===== src/rtl/posterior_decision_unit_if.sv =====
// rtl/posterior_decision_unit_if.sv - host/array-side bundle for the posterior decision unit (optional PDU_EARLY_STOP_EN)
interface posterior_decision_unit_if #(
    parameter int Narray = 2,
    parameter int CNT_W  = 10,
    parameter int CLS_W  = Narray
) ();
    localparam int NCLASS = 2 ** Narray;

    logic              start;
    logic [CNT_W-1:0]  window_len;
    logic [NCLASS-1:0] bit_in;
    logic              bit_valid;
    logic [CLS_W-1:0]  rd_sel;
    logic              busy;
    logic              done;
    logic [CLS_W-1:0]  winner;
    logic [CNT_W-1:0]  winner_count;
    logic              tie;
    logic [CNT_W-1:0]  rd_count;
`ifdef PDU_EARLY_STOP_EN
    logic [CNT_W-1:0]  early_thresh;
    logic              early_stop;

    modport master (
        output start, window_len, bit_in, bit_valid, rd_sel, early_thresh,
        input  busy, done, winner, winner_count, tie, rd_count, early_stop
    );
    modport slave (
        input  start, window_len, bit_in, bit_valid, rd_sel, early_thresh,
        output busy, done, winner, winner_count, tie, rd_count, early_stop
    );
`else
    modport master (
        output start, window_len, bit_in, bit_valid, rd_sel,
        input  busy, done, winner, winner_count, tie, rd_count
    );
    modport slave (
        input  start, window_len, bit_in, bit_valid, rd_sel,
        output busy, done, winner, winner_count, tie, rd_count
    );
`endif
endinterface


===== src/rtl/posterior_decision_unit.sv =====
// rtl/posterior_decision_unit.sv - per-class ones counting over a window, sequential argmax (optional PDU_EARLY_STOP_EN)
module posterior_decision_unit #(
    parameter int Narray = 2,
    parameter int CNT_W  = 10,
    parameter int CLS_W  = Narray
) (
    input  logic                         clk,
    input  logic                         rst,
    posterior_decision_unit_if.slave     bus
);
    localparam int NCLASS = 2 ** Narray;

    typedef enum logic [1:0] {
        IDLE    = 2'd0,
        ACCUM   = 2'd1,
        COMPARE = 2'd2,
        DONE    = 2'd3
    } state_t;

    state_t           state_q, state_d;
    logic [CNT_W-1:0] len_q, len_d;
    logic [CNT_W-1:0] smp_q, smp_d;
    logic [CNT_W-1:0] cnt_q [NCLASS];
    logic [CNT_W-1:0] cnt_d [NCLASS];
    logic [CLS_W-1:0] scan_q, scan_d;
    logic [CNT_W-1:0] best_q, best_d;
    logic [CLS_W-1:0] idx_q, idx_d;
    logic             stie_q, stie_d;
    logic [CLS_W-1:0] winner_q, winner_d;
    logic [CNT_W-1:0] wcnt_q, wcnt_d;
    logic             wtie_q, wtie_d;
`ifdef PDU_EARLY_STOP_EN
    logic [CNT_W-1:0] thresh_q, thresh_d;
    logic             early_run_q, early_run_d;
    logic             early_stop_q, early_stop_d;
    logic             hit;
`endif

    // Next-state, counter update and argmax scan
    always_comb begin
        state_d  = state_q;
        len_d    = len_q;
        smp_d    = smp_q;
        cnt_d    = cnt_q;
        scan_d   = scan_q;
        best_d   = best_q;
        idx_d    = idx_q;
        stie_d   = stie_q;
        winner_d = winner_q;
        wcnt_d   = wcnt_q;
        wtie_d   = wtie_q;
`ifdef PDU_EARLY_STOP_EN
        thresh_d     = thresh_q;
        early_run_d  = early_run_q;
        early_stop_d = early_stop_q;
        hit          = 1'b0;
`endif
        case (state_q)
            IDLE: begin
                if (bus.start) begin
                    len_d  = bus.window_len;
                    smp_d  = '0;
                    scan_d = '0;
                    for (int k = 0; k < NCLASS; k++) begin
                        cnt_d[k] = '0;
                    end
`ifdef PDU_EARLY_STOP_EN
                    thresh_d    = bus.early_thresh;
                    early_run_d = 1'b0;
`endif
                    // An empty window skips straight to the scan of all-zero counters
                    state_d = (bus.window_len == '0) ? COMPARE : ACCUM;
                end
            end
            ACCUM: begin
                if (bus.bit_valid) begin
                    for (int k = 0; k < NCLASS; k++) begin
                        cnt_d[k] = cnt_q[k] + CNT_W'(bus.bit_in[k]);
                    end
                    smp_d = smp_q + CNT_W'(1);
`ifdef PDU_EARLY_STOP_EN
                    if (thresh_q != '0) begin
                        for (int k = 0; k < NCLASS; k++) begin
                            if (cnt_d[k] == thresh_q) begin
                                hit = 1'b1;
                            end
                        end
                    end
`endif
                    if (smp_d == len_q) begin
                        state_d = COMPARE;
                        scan_d  = '0;
                    end
`ifdef PDU_EARLY_STOP_EN
                    // Only flagged as early when the window itself was not yet complete
                    else if (hit) begin
                        state_d     = COMPARE;
                        scan_d      = '0;
                        early_run_d = 1'b1;
                    end
`endif
                end
            end
            COMPARE: begin
                if (scan_q == '0) begin
                    best_d = cnt_q[0];
                    idx_d  = '0;
                    stie_d = 1'b0;
                end else if (cnt_q[scan_q] > best_q) begin
                    best_d = cnt_q[scan_q];
                    idx_d  = scan_q;
                    stie_d = 1'b0;
                end else if (cnt_q[scan_q] == best_q) begin
                    stie_d = 1'b1;
                end
                if (scan_q == CLS_W'(NCLASS - 1)) begin
                    // Result registers load here so they are valid during the done cycle
                    state_d  = DONE;
                    winner_d = idx_d;
                    wcnt_d   = best_d;
                    wtie_d   = stie_d;
`ifdef PDU_EARLY_STOP_EN
                    early_stop_d = early_run_q;
`endif
                end else begin
                    scan_d = scan_q + CLS_W'(1);
                end
            end
            DONE: begin
                state_d = IDLE;
            end
            default: begin
                state_d = IDLE;
            end
        endcase
    end

    // State and datapath registers with synchronous reset
    always_ff @(posedge clk) begin
        if (rst) begin
            state_q  <= IDLE;
            len_q    <= '0;
            smp_q    <= '0;
            for (int k = 0; k < NCLASS; k++) begin
                cnt_q[k] <= '0;
            end
            scan_q   <= '0;
            best_q   <= '0;
            idx_q    <= '0;
            stie_q   <= 1'b0;
            winner_q <= '0;
            wcnt_q   <= '0;
            wtie_q   <= 1'b0;
`ifdef PDU_EARLY_STOP_EN
            thresh_q     <= '0;
            early_run_q  <= 1'b0;
            early_stop_q <= 1'b0;
`endif
        end else begin
            state_q  <= state_d;
            len_q    <= len_d;
            smp_q    <= smp_d;
            for (int k = 0; k < NCLASS; k++) begin
                cnt_q[k] <= cnt_d[k];
            end
            scan_q   <= scan_d;
            best_q   <= best_d;
            idx_q    <= idx_d;
            stie_q   <= stie_d;
            winner_q <= winner_d;
            wcnt_q   <= wcnt_d;
            wtie_q   <= wtie_d;
`ifdef PDU_EARLY_STOP_EN
            thresh_q     <= thresh_d;
            early_run_q  <= early_run_d;
            early_stop_q <= early_stop_d;
`endif
        end
    end

    assign bus.busy         = (state_q == ACCUM) || (state_q == COMPARE);
    assign bus.done         = (state_q == DONE);
    assign bus.winner       = winner_q;
    assign bus.winner_count = wcnt_q;
    assign bus.tie          = wtie_q;
    assign bus.rd_count     = cnt_q[bus.rd_sel];
`ifdef PDU_EARLY_STOP_EN
    assign bus.early_stop   = early_stop_q;
`endif

endmodule


===== src/flat_wrapper.sv =====
// flat-port wrapper written by rule: the top's interface ports become plain ports
module posterior_decision_unit_flat 
#(
    parameter int Narray = 2,
    parameter int CNT_W  = 10,
    parameter int CLS_W  = Narray
)
  (clk, rst, bus_start, bus_window_len, bus_bit_in, bus_bit_valid, bus_rd_sel, bus_busy, bus_done, bus_winner, bus_winner_count, bus_tie, bus_rd_count);
  posterior_decision_unit_if #(.Narray(Narray), .CNT_W(CNT_W), .CLS_W(CLS_W)) bus_i ();
  input  logic clk;
  input  logic rst;
  input wire logic [$bits(bus_i.start)-1:0] bus_start;
  input wire logic [$bits(bus_i.window_len)-1:0] bus_window_len;
  input wire logic [$bits(bus_i.bit_in)-1:0] bus_bit_in;
  input wire logic [$bits(bus_i.bit_valid)-1:0] bus_bit_valid;
  input wire logic [$bits(bus_i.rd_sel)-1:0] bus_rd_sel;
  output wire logic [$bits(bus_i.busy)-1:0] bus_busy;
  output wire logic [$bits(bus_i.done)-1:0] bus_done;
  output wire logic [$bits(bus_i.winner)-1:0] bus_winner;
  output wire logic [$bits(bus_i.winner_count)-1:0] bus_winner_count;
  output wire logic [$bits(bus_i.tie)-1:0] bus_tie;
  output wire logic [$bits(bus_i.rd_count)-1:0] bus_rd_count;
  assign bus_i.start = bus_start;
  assign bus_i.window_len = bus_window_len;
  assign bus_i.bit_in = bus_bit_in;
  assign bus_i.bit_valid = bus_bit_valid;
  assign bus_i.rd_sel = bus_rd_sel;
  assign bus_busy = bus_i.busy;
  assign bus_done = bus_i.done;
  assign bus_winner = bus_i.winner;
  assign bus_winner_count = bus_i.winner_count;
  assign bus_tie = bus_i.tie;
  assign bus_rd_count = bus_i.rd_count;
  posterior_decision_unit #(.Narray(Narray), .CNT_W(CNT_W), .CLS_W(CLS_W)) u_core (.clk(clk), .rst(rst), .bus(bus_i));
endmodule

===== config.mk =====
export PLATFORM = sky130hd
export DESIGN_NAME = posterior_decision_unit_flat
export DESIGN_NICKNAME = d
export VERILOG_FILES = /design/src/rtl/posterior_decision_unit_if.sv /design/src/rtl/posterior_decision_unit.sv /design/src/flat_wrapper.sv
export SDC_FILE = /design/constraint.sdc
export NUM_CORES = 1
export LEC_CHECK = 0
export ABC_CLOCK_PERIOD_IN_PS = 6700
export CAP_MARGIN = 20
export CORE_UTILIZATION = 25
export DETAILED_ROUTE_END_ITERATION = 6
export SKIP_CTS_REPAIR_TIMING = 1
export SYNTH_ARGS = -nofsm -noshare
export SYNTH_HDL_FRONTEND = slang
export SYNTH_SLANG_ARGS = --single-unit
export TNS_END_PERCENT = 1

===== constraint.sdc =====
create_clock -name clk -period 6.7 [get_ports clk]
set_input_delay 0.67 -clock clk [delete_from_list [all_inputs] [get_ports clk]]
set_output_delay 0.67 -clock clk [all_outputs]
set_load 0.01 [all_outputs]

# Word level (Yosys, flattened, before mapping)
# Cells that the tools add are included.
# word_totals
ff_bits,90
in_bits,20
output_inout_bits,25
word_cells,77
# classes
addsub,6
n_lt_le_gt_ge,3
eq_ne,11
mux,30
n_bitwise,2
n_reduce_logical,11
# op_table
operator,count
2-to-1 mux 10 bit,8
2-to-1 mux 40 bit,2
one-hot mux 40 bit (2 select lines),1
adder 10 x 1 -> 10 bit,4
binary-select mux 10 bit (select 2 bit),2
2-to-1 mux 2 bit,11
equality test 10 bit,2
one-hot mux 10 bit (2 select lines),1
"adder 10 x 1 -> 10 bit, second input constant",1
> comparator 10 bit,1
zero test 10 bit,1
one-hot mux 2 bit (4 select lines),1
"equality test 2 bit, second input constant",3
">= comparator 3 bit, second input constant",2
"inequality test 2 bit, second input constant",3
NOT 2 -> 3 bit,2
one-hot mux 2 bit (3 select lines),1
AND reduction 5 bit,1
zero test 2 bit,2
"inequality test 2 x 1 -> 1 bit, second input constant",2
AND reduction 2 bit,2
AND reduction 4 bit,1
2-to-1 mux 1 bit,3
AND reduction 3 bit,1
other kinds (5),5

# Depth between registers and ports, before layout
# logic_depth
ltp_word,8
depth_mapped,12
depth_no_buf,9

# Worst setup path before layout
# OpenSTA, ideal clock, no wires.
# synth_timing
path_type,register to register
start,register u_core.scan_q[0]
end,register u_core.best_q[1]
setup_time_ps,119
t_arrival_ps,3426
t_required_ps,6581
path_slack_ps,3155
stages_incl_launch_ff,12
path_buffers,3
synth_period_minus_slack_ps,3545
cell_sequence,dfxtp_1 > clkbuf_1 > clkbuf_1 > mux4_2 > ha_1 > and4_1 > and4_1 > nand2b_1 > o22ai_1 > nand3b_1 > clkbuf_1 > o221a_2
# synth_via
elab_chain_cells,7
elab_cells_between_ends,8
cone_classes,order compare (1); mux (5); bitwise (1); reduce/logical (1)
# synth_lines
element,line_no,text
"start, declared",posterior_decision_unit.sv:25,"logic [CLS_W-1:0] scan_q, scan_d;"
"start signal, assigned",posterior_decision_unit.sv:166,scan_q <= scan_d;
NOT 2 -> 3 bit (implied by the code),"posterior_decision_unit.sv:109, posterior_decision_unit.sv:110",
binary-select mux 10 bit (select 2 bit),"posterior_decision_unit.sv:109, posterior_decision_unit.sv:110",
2-to-1 mux 10 bit (implied by the code) (2 in a row),"posterior_decision_unit.sv:109, posterior_decision_unit.sv:110",
> comparator 10 bit,posterior_decision_unit.sv:109,end else if (cnt_q[scan_q] > best_q) begin
2-to-1 mux 10 bit,posterior_decision_unit.sv:109,
2-to-1 mux 10 bit (*),posterior_decision_unit.sv:105,if (scan_q == '0) begin
"end signal, assigned",posterior_decision_unit.sv:167,best_q <= best_d;
"end, declared",posterior_decision_unit.sv:26,"logic [CNT_W-1:0] best_q, best_d;"
# Mark *: on every way between the ends. The rest lies on a longest branch, timed or not. The select of a mux whose other input is x is not followed.
# A chain may end at the register's enable or synchronous reset.

# Worst setup path in the final report
# layout_timing
start,register u_core.scan_q[0]
end,register u_core.best_q[5]
# The elaborated chain is that of the path after synthesis.

==> results summary <==
Cells fill between 30 and 40% of the core in the end. The largest net degree at the start of global routing is 63. The number of instances on the worst hold path came out at 2. The worst setup path is captured at a flip-flop. The switching fraction of total power came out at between 30% and 40%.

Dividing the detail-routed wire length by the instance count gives roughly 15 microns. The sequential power share came out at between 30% and 40%. The insertion delay to the later sink of the worst-skew pair is 0.35 ns. The distinct cell type count after synthesis came out at 54.

The number of nets in the synthesized netlist is around 640. The number of CTS-inserted buffers came out at 9. The final routed DRC violation total is 0. The initial detailed-routing violation count is 384. The net switching power of the design is slightly below 0.5 mW. Counting instances in the post-synthesis netlist gives the leading cell types as 90 x dfxtp_1, 77 x nor2_1, 41 x nand2_1.

The most used flip-flop cell after synthesis is dfxtp_1. For this design the ratio of total power to cell area is roughly 240 nW/um^2. In the final timing run, aggregate negative setup slack is 0 ns.

The die is about 150 microns tall. The layout filler cell count is between 2000 and 2500. The combinational power share is 28.1%. The launching element type of the critical path is a flip-flop. The placeable core region came out at 20400 sq um. The slew at the pin closest to its max-slew limit is just over 0.8 ns. The clock-pin transition on the worst setup and hold timing paths came out at 0.06 ns.

Measured against its own limit, the worst slew margin works out to 44.6%. Each instance of the synthesized netlist takes up on average between 8 and 9 sq um. The global-route usage over all layers is between 10% and 20%.

The netlist area before placement is between 5000 and 6000 sq um. The via count is 4420. TritonCTS built the clock tree. The biggest cell delay along the critical path came out at around 0.86 ns.

The run finished with clean final reports. The detail route stage leaves a number of antenna-violating nets equal to 0. The critical path is of the flip-flop to flip-flop type. The detailed-route vias per instance came out at 5.01.

The growth of design area from synthesis to finish is 17.6%. The via count of the first global-routing pass was 4258. Of the available clock period, the critical path in the final layout requires around three fifths.

The final max-slew violation count is 0. The number of antenna violations at the first check in global routing is 0. The overall routed net length came out at 13.4 mm. Setup repair after global routing left no endpoint under its margin.

The half-perimeter wire length after placement is 9.84 mm. At the worst endpoint, the arrival time is 4.20 ns. The dominant cell type by count on the critical path is and4_1. Synthesis handed over a netlist of between 500 and 600 instances. Before antenna repair, the detailed router went through 5 iterations. The die boundary width came out at 147 microns. The number of clock sinks is 90. The signal on the critical path passes through mux4_2, ha_1, and4_1, and4_1, nand2b_1, o22ai_1, nand3b_1, o221a_2.

The antenna diode instance count is 0. Yosys instantiated no cell more often than dfxtp_1. Among all stages on the critical path, the largest delay is contributed by dfxtp_1. The sink of the worst hold path is u_core.bus.winner[0]. The final critical-path required period is 3.97 ns. The H-tree depth reported by CTS came out at 3.

The clock tree buffer depth came out at 2. The tightest min-delay check is of the flip-flop to flip-flop type. The placement row count is between 50 and 60. The number of storage elements in the synthesis netlist came out at 90. The net count of the finished layout is 653.

The post-route netlist has under 10% of its cells at a drive strength greater than 1. The reg-to-reg startpoint is u_core.scan_q[0]. In the post-synthesis netlist, the biggest area contributors are dfxtp_1 34%, mux4_2 8.6%, ha_1 6.0%.

The number of max-cap violations came out at 0. Setup violations remaining at the end of the flow were counted as 0. The initial core utilization is 25.7%. The final design area excluding fillers came out at a little over 6000 sq um.

The required time reported for the critical path endpoint is roughly 6.9 ns. The setup slack of the worst register-to-register path is 2.73 ns. The count of flip-flops with a built-in enable after synthesis came out at 0. The worst-case clock skew came out at around 0.009 ns. The static leakage came out at about 2.1 nW.

The number of placed I/O pins came out at between 40 and 50. In this run the critical register-to-register path is captured at u_core.best_q[5]. VDD sags by at most around 0.0001 V. In this run, the clock network consumes about a third of the power. The smallest hold slack came out at around 0.45 ns.

The global-route wire length before repair came out at between 20 and 25 mm. The portion of the post-synthesis area used by sequential elements came out at between 30% and 40%. The proportion of synthesized flip-flops having asynchronous set or reset is 0%. The total power consumption of the routed design came out at 1.49 mW.

Along the worst path, the maximum fanout reaches 15. The cell taking the most area after synthesis is dfxtp_1. The instance area after placement is 5870 sq um. Counting cells, the worst reg-to-reg path comes to 8. The synthesis warning total came out at 0.

Clock tree synthesis selected as its root buffer the cell clkbuf_16. The number of hold violations in the final report is 0. Tracing the worst setup path back leads to its startpoint at u_core.scan_q[0]. The internal power consumption came out at approximately 1.0 mW. The die area came out at about 21000 sq um.

The last weighted congestion value of the routability-driven placer came out at around 0.85. Summed over its instances, the top area cell type makes up about 34% of the synthesized netlist area. For this run the aggregate overflow at the end of global routing stands at 0. In this run the most critical hold path is launched from u_core.bus.winner[0]. The highest achievable clock rate came out at roughly 250 MHz. The count of buffers added on input and output ports is 44.
-- layout make-up --
class                      count  area [sq um]  area share, %
clock buffer                  12           246           4.01
clock inverter                 4          27.5          0.448
inverter                      22          82.6           1.34
multi-input combinational    436          3180           51.7
sequential                    90          1800           29.3
tap                          270           338           5.50
timing repair buffer          49           473           7.69
-- state kept, by name (all words and copies together), names as in the netlist --
signal,cells
u_core.best_q,10
u_core.scan_q,2
u_core.smp_q,10
u_core.len_q,10
u_core.bus.winner,2
u_core.cnt_q,40
u_core.bus.tie,1
u_core.stie_q,1
u_core.state_q,2
u_core.idx_q,2
u_core.bus.winner_count,10
-- layer usage --
layer / up-vias / routed length [microns] / track usage (%) / part of all wire [%]
met5: - / 0 / 0 / 0
met4: 0 / 222 / 5.21 / 1.7
met3: 14 / 679 / 2.72 / 5.0
met2: 108 / 5850 / 19.7 / 43
met1: 2120 / 6700 / 18.1 / 50
li1: 2178 / - / - / -
-- layout by cell type, fill, tap and decap left out, types with 10 or more instances in the layout --
master           netlist  layout
o221a_2               10      10
nand3_1               18      18
nand4_1               14      14
xnor2_1               12      12
nor2_1                77      77
o21ai_0               26      26
xor2_1                29      29
a211oi_1              11      10
ha_1                  25      25
dfxtp_1               90      90
nand2_1               41      41
clkdlybuf4s50_1        0      43
mux2i_1               13      13
nand3b_1              13      13
mux4_2                20      20
a21oi_1               40      40
inv_1                 22      22
-- cell families (layout without fill, tap and decap cells) --
| family | Yosys count | after routing | synth area share, % |
|---|---|---|---|
| buffers and inverters | 64 | 87 | 4.93 |
| XOR/XNOR | 42 | 42 | 7.30 |
| AO/OA/AOI/OAI | 125 | 125 | 16.0 |
| flip-flops | 90 | 90 | 34.5 |
| AND/OR/NAND/NOR | 211 | 211 | 20.2 |
| adder cells (fa/ha/maj) | 25 | 25 | 5.98 |
| multiplexers | 33 | 33 | 11.1 |
-- worst max path at each step --
stage,endpoint,slack [ns],cells after the start
final,u_core.best_q[5],2.73,8
after floorplan,u_core.best_q[1],3.16,11
after detailed placement,u_core.best_q[7],2.69,8
after global placement,u_core.best_q[7],2.76,8
after global routing,u_core.best_q[6],2.45,8
after CTS,u_core.best_q[5],2.68,8
-- power by group through the flow --
stage          logic, mW  clock network (mW)  registers (mW)
2_1_floorplan      0.319                   0           0.589
3_3_place_gp       0.419                   0           0.604
3_5_place_dp       0.418                   0           0.604
4_1_cts            0.421               0.492           0.592
5_1_grt            0.463               0.514           0.597
6_report           0.418               0.476           0.593
-- critical path: cells and delay by family, from the launching register on --
family                   cells  cell delay [ns]
flip-flops                   1             0.86
adder cells (fa/ha/maj)      1             0.31
AO/OA/AOI/OAI                2             0.91
multiplexers                 1             0.65
AND/OR/NAND/NOR              4             1.12
-- per-stage QoR --
stage	cells	setup slack, ns
4_1_cts	883	2.68
3_3_place_gp	867	2.76
6_report	883	2.73
2_1_floorplan	590	3.16
3_5_place_dp	867	2.69
5_1_grt	883	2.45
Power figures use the tool's default switching activity.
